===== src/rtl/shift_pkg.sv =====
// Shared definitions for the parallel-in serial-out shifter.
// Latency: none (types, constants and a width helper only).
// Backpressure: not applicable.
package shift_pkg;

  // Bit order selected by the dir input and latched at load.
  localparam logic DIR_MSB_FIRST = 1'b0;
  localparam logic DIR_LSB_FIRST = 1'b1;

  // Transmit FSM: waiting for a word, or serialising one.
  typedef enum logic {
    ST_IDLE  = 1'b0,
    ST_SHIFT = 1'b1
  } state_e;

  // Bit counter width.
  // It holds MSB-1 down to 0, which always fits in $clog2(MSB) bits.
  function automatic int CNT_W(input int msb);
    return $clog2(msb);
  endfunction

endpackage


===== src/rtl/piso_shift_reg_bit_cnt.sv =====
// Loadable down-counter with a zero flag; tracks bits left in the current word.
// Latency: load/decrement take effect on the next posedge; zero is combinational on the count.
// Backpressure: none; dec is only honoured while the count is non-zero, so it never wraps.
//
// Ports:
//   clk, rstn  clock and synchronous active-low reset (count clears to 0)
//   load       load load_val on the next edge (has priority over dec)
//   load_val   reload value
//   dec        decrement on the next edge
//   zero       count is 0
module bit_cnt #(
  parameter int W = 4
) (
  input  logic         clk,
  input  logic         rstn,
  input  logic         load,
  input  logic [W-1:0] load_val,
  input  logic         dec,
  output logic         zero
);

  logic [W-1:0] cnt_q;
  logic [W-1:0] cnt_d;

  always_comb begin
    cnt_d = cnt_q;
    if (load) begin
      cnt_d = load_val;
    end else if (dec && (cnt_q != '0)) begin
      cnt_d = cnt_q - 1'b1;
    end
  end

  always_ff @(posedge clk) begin
    if (!rstn) begin
      cnt_q <= '0;
    end else begin
      cnt_q <= cnt_d;
    end
  end

  assign zero = (cnt_q == '0);

endmodule


===== src/rtl/piso_shift_reg.sv =====
// Parallel-in serial-out shifter: takes a word on a valid/ready handshake and emits it one bit per enabled clock.
// Latency: the first bit is on sout the cycle after the handshake; a word takes exactly MSB enabled cycles.
// Backpressure: load_ready is high in IDLE and, combinationally, on the final enabled bit only. en=0 stalls the shifter and freezes all outputs.
//
// Ports:
//   clk, rstn             clock and synchronous active-low reset
//   en                    shift enable (ignored in IDLE)
//   dir                   0 = MSB first, 1 = LSB first; latched with the word
//   load_valid/load_data  incoming word
//   load_ready            word can be accepted this cycle (0 while rstn=0)
//   sout/sout_valid       serial bit and its qualifier
//   last                  sout is the final bit of the word
//   busy                  a word is in flight
module piso_shift_reg
  import shift_pkg::*;
#(
  parameter int MSB = 16
) (
  input  logic           clk,
  input  logic           rstn,
  input  logic           en,
  input  logic           dir,
  input  logic           load_valid,
  input  logic [MSB-1:0] load_data,
  output logic           load_ready,
  output logic           sout,
  output logic           sout_valid,
  output logic           last,
  output logic           busy
);

  localparam int                CW       = CNT_W(MSB);
  localparam logic [CW-1:0]     CNT_INIT = CW'(MSB - 1);

  state_e         state_q;
  state_e         state_d;
  logic [MSB-1:0] sreg_q;
  logic [MSB-1:0] sreg_d;
  logic           dir_q;
  logic           dir_d;

  logic           cnt_load;
  logic           cnt_dec;
  logic           cnt_zero;

  logic           in_shift;
  logic           final_bit;
  logic           accept;

  bit_cnt #(
    .W (CW)
  ) u_bit_cnt (
    .clk      (clk),
    .rstn     (rstn),
    .load     (cnt_load),
    .load_val (CNT_INIT),
    .dec      (cnt_dec),
    .zero     (cnt_zero)
  );

  assign in_shift  = (state_q == ST_SHIFT);
  // The final bit is consumed this edge; the slot can take a new word with no bubble.
  assign final_bit = in_shift && cnt_zero && en;

  assign load_ready = rstn && (!in_shift || final_bit);
  assign accept     = load_valid && load_ready;

  always_comb begin
    state_d  = state_q;
    sreg_d   = sreg_q;
    dir_d    = dir_q;
    cnt_load = 1'b0;
    cnt_dec  = 1'b0;

    if (in_shift && en) begin
      sreg_d = (dir_q == DIR_LSB_FIRST) ? (sreg_q >> 1) : (sreg_q << 1);
      if (cnt_zero) begin
        state_d = ST_IDLE;
      end else begin
        cnt_dec = 1'b1;
      end
    end

    // A handshake overrides the shift/exit above: in IDLE it starts a word,
    // on the final bit it chains the next word straight into SHIFT.
    if (accept) begin
      sreg_d   = load_data;
      dir_d    = dir;
      state_d  = ST_SHIFT;
      cnt_load = 1'b1;
    end
  end

  always_ff @(posedge clk) begin
    if (!rstn) begin
      state_q <= ST_IDLE;
      sreg_q  <= '0;
      dir_q   <= 1'b0;
    end else begin
      state_q <= state_d;
      sreg_q  <= sreg_d;
      dir_q   <= dir_d;
    end
  end

  // Outputs come straight from flops, gated by state, so a stall holds them.
  assign sout_valid = in_shift;
  assign busy       = in_shift;
  assign last       = in_shift && cnt_zero;
  assign sout       = in_shift && ((dir_q == DIR_LSB_FIRST) ? sreg_q[0] : sreg_q[MSB-1]);

endmodule


===== config.mk =====
export PLATFORM = sky130hd
export DESIGN_NAME = piso_shift_reg
export DESIGN_NICKNAME = d
export VERILOG_FILES = /design/src/rtl/shift_pkg.sv /design/src/rtl/piso_shift_reg_bit_cnt.sv /design/src/rtl/piso_shift_reg.sv
export SDC_FILE = /design/constraint.sdc
export NUM_CORES = 1
export LEC_CHECK = 0
export BUFFER_PORTS_ARGS = -buffer_cell sky130_fd_sc_hd__buf_4
export CORE_UTILIZATION = 40
export CTS_CLUSTER_DIAMETER = 40
export DETAILED_ROUTE_END_ITERATION = 7
export PLACE_DENSITY = 0.69
export SLEW_MARGIN = 20
export SYNTH_ARGS = -nofsm -noshare
export SYNTH_HDL_FRONTEND = slang
export SYNTH_SLANG_ARGS = --single-unit

===== constraint.sdc =====
create_clock -name clk -period 3.45 [get_ports clk]
set_input_delay 0.345 -clock clk [delete_from_list [all_inputs] [get_ports clk]]
set_output_delay 0.345 -clock clk [all_outputs]
set_load 0.02 [all_outputs]

==> metrics.cfg <==
[final_layout]
instances_no_fill=185
synthToLayoutAreaGrowth_pct=15.6
fillers=271
design.final.nets=179
fin_util_pct=49.8
post_route_cells_drive_above_1_share_pct=29.9
diodes=0

[clock_tree]
tritoncts=done
clock_buffer_count_from_cts=3
number_of_buffers_inserted_to_repair_setup_after_cts=0
clock_sink_count=22
ctsRootBufferMaster=sky130_fd_sc_hd__clkbuf_4
postCtsHoldBufs=0
cts.clk_slew.worst_paths_ns=0.12
clock_tree.htree_level_count=1
cts_max_path_buffers=2
ctsResizeCount=0
worstSkewPairLatency_ns=0.31

[route]
num_vias=1005
iter_0_drt_violations=25
detail_route.vias_per_cell=5.43
drtPass1Iterations=6
avgRoutedWirePerCell_um=13.4
wirelength_um=2470
postRouteAntennaNets=0
route.detailed.drc=5

[critical_path]
rrSetupSlack_ns=1.40
cp_max_fo=22
cp-end-kind=register
worst_setup_path_endpoint=sreg_q[14]
category_of_the_worst_setup_path_launch_point=register
rr_startpoint=u_bit_cnt.cnt_q[0]
timing.critical_path.required_ns=3.64
critPathLaunch=u_bit_cnt.cnt_q[0]
r2r_end=sreg_q[14]
data_arrival_time_of_the_worst_path_ns=2.24
timing_worst_setup_path_type=register to register
r2r_cells=6

[timing]
finalCriticalPeriod_ns=2.05
totalNegativeSetupSlack_ns=0
finalCritPeriodShare_pct=59.3
hold_violations=0
rsz0062_at_grt=no
worst-slew-pin-transition_ns=0.797
finalMaxSlewViolations=0
fin_skew_ns=0.00142
relSlewSlack_pct=46.7
postLayoutSetupSlackWorst_ns=1.40
setup_violations=0
fmaxAchievable_ghz=0.489

[floorplanning]
fp.dieW_um=57.2
die_area_um2=3270
floorplan.initialDensity_pct=43.1
die_height_um=57.2
core.rowCount=19
ioPinCount=26
core-area_um2=2830

[run]
max_cap_violations=0

[placement]
place_worst_setup_slack_ns=1.40
gp_congestion=0.830
place.detailed.instances=182
dp.final_hpwl_um=1850
port_buffers=25

[synthesis]
synthDistinctLibCells=26
synth_area_per_cell_um2=9.16
async_flop_share_pct=0
synth.ff_latch_count=22
synth_edf_count=0
synth_ff_type=sky130_fd_sc_hd__dfxtp_1
syn-instance-count=133
synth-seq-area-share_pct=36.1
synth_area_um2=1220
synth_nets=156
yosysWarningCount=0

[power_and_ir_drop]
total_power_w=0.000538
power.share.sequential_pct=54.8
share_clk_of_total_power_pct=22.1
total_leakage_power_nw=0.619
power.switching_w=0.000158
power.internal_w=0.000380
power_density_nw_per_um2=382
power.combinational.fraction_pct=23.2
p_sw_share_pct=29.4
irDropWorstVdd_mv=0.138

[global_routing]
via_count_of_the_first_global_routing_pass=1042
grt-ovfl-total=0
track_usage_pct=17.1
pin_count_of_the_biggest_net_entering_global_routing=23
first_pass_grt_wire_length_um=4420
initial_antenna_violation_count=0

[run_status]
outcome=finished, violations left
failed_checks=DRC

[worst_hold_path]
class_of_the_tightest_hold_or_removal_check=input port to register

==> routing by layer <==
metal | share of wire [%] | track usage, %
met5 | 0 | 0
met4 | 1.5 | 8.71
met3 | 4.1 | 2.49
met2 | 49 | 30.4
met1 | 45 | 20.0
==> per-stage QoR <==
stage,hold WS [ns],area (um2)
floorplan,0.435,1220
global placement,0.453,1390
detailed placement,0.459,1390
CTS,0.264,1410
global route,0.276,1410
finish,0.270,1410
==> power by group through the flow <==
stage | sequential [W] | combinational [W] | clock [W]
final | 0.000295 | 0.000125 | 0.000119
after global routing | 0.000299 | 0.000140 | 0.000134
after CTS | 0.000295 | 0.000126 | 0.000122
after detailed placement | 0.000301 | 0.000126 | 0
after global placement | 0.000299 | 0.000121 | 0
after floorplan | 0.000292 | 0.0000974 | 0
==> how the worst min path moves through the flow <==
stage,start,to,slack [ns],depth (start not counted)
2_1_floorplan,sreg_q[10],sreg_q[10],0.44,2
5_1_grt,dir,dir_q,0.28,3
3_3_place_gp,sreg_q[10],sreg_q[10],0.45,2
4_1_cts,dir,dir_q,0.26,3
6_report,dir,dir_q,0.27,3
3_5_place_dp,sreg_q[2],sreg_q[2],0.46,2
==> critical path: stages (launching register included) <==
cell and delay (ns):
sky130_fd_sc_hd__dfxtp_1 0.41, sky130_fd_sc_hd__inv_1 0.09, sky130_fd_sc_hd__ha_1 0.24, sky130_fd_sc_hd__and4bb_4 0.23, sky130_fd_sc_hd__o21ai_4 0.62, sky130_fd_sc_hd__mux2i_1 0.27, sky130_fd_sc_hd__o21ai_1 0.07
==> cells in the mapped netlist, types with 2 or more instances <==
library cell / instances / share of area [%]
sky130_fd_sc_hd__inv_1: 5 / 1.5
sky130_fd_sc_hd__nand2_1: 16 / 4.9
sky130_fd_sc_hd__mux2i_1: 17 / 14
sky130_fd_sc_hd__mux2_2: 15 / 14
sky130_fd_sc_hd__dfxtp_1: 22 / 36
sky130_fd_sc_hd__buf_2: 3 / 1.2
sky130_fd_sc_hd__nand3_1: 2 / 0.82
sky130_fd_sc_hd__o21ai_0: 6 / 2.5
sky130_fd_sc_hd__a21oi_1: 5 / 2.1
sky130_fd_sc_hd__ha_1: 2 / 2.1
sky130_fd_sc_hd__nor2_1: 10 / 3.1
sky130_fd_sc_hd__nor2b_1: 2 / 1.0
sky130_fd_sc_hd__a211oi_1: 4 / 2.5
sky130_fd_sc_hd__o21ai_1: 12 / 4.9
==> registers in the layout, indices dropped and copies added (netlist names) <==
name             cells
dir_q                1
busy                 1
sreg_q              16
u_bit_cnt.cnt_q      4
==> area by class of cell <==
type | instances | area (um2) | area share (%)
multi-input cells | 99 | 701 | 49.7
flip-flops and latches | 22 | 440 | 31.3
repair buffers | 25 | 188 | 13.3
well taps | 31 | 38.8 | 2.75
clock buffers | 3 | 22.5 | 1.60
inverters | 5 | 18.8 | 1.33
==> cells by family (layout without fill, tap and decap cells) <==
logic type               Yosys count  count (layout)  synth area share [%]
AND/OR/NAND/NOR                   36              36                  13.9
flip-flops                        22              22                  36.1
buffers and inverters             12              33                  6.37
AO/OA/AOI/OAI                     29              29                  13.8
multiplexers                      32              32                  27.8
adder cells (fa/ha/maj)            2               2                  2.05
==> cell usage in the layout (no fill, tap or decap), types with 2 or more instances in the layout <==
| cell type | instances |
|---|---|
| sky130_fd_sc_hd__nand3_1 | 2 |
| sky130_fd_sc_hd__mux2_2 | 15 |
| sky130_fd_sc_hd__dfxtp_1 | 22 |
| sky130_fd_sc_hd__nand2_1 | 16 |
| sky130_fd_sc_hd__o21ai_0 | 6 |
| sky130_fd_sc_hd__nor2_1 | 10 |
| sky130_fd_sc_hd__nor2b_1 | 2 |
| sky130_fd_sc_hd__a21oi_1 | 5 |
| sky130_fd_sc_hd__clkbuf_4 | 3 |
| sky130_fd_sc_hd__ha_1 | 2 |
| sky130_fd_sc_hd__inv_1 | 5 |
| sky130_fd_sc_hd__o21ai_1 | 12 |
| sky130_fd_sc_hd__a211oi_1 | 4 |
| sky130_fd_sc_hd__buf_4 | 25 |
| sky130_fd_sc_hd__mux2i_1 | 17 |
Note: power is estimated with default switching activity, not from simulation.
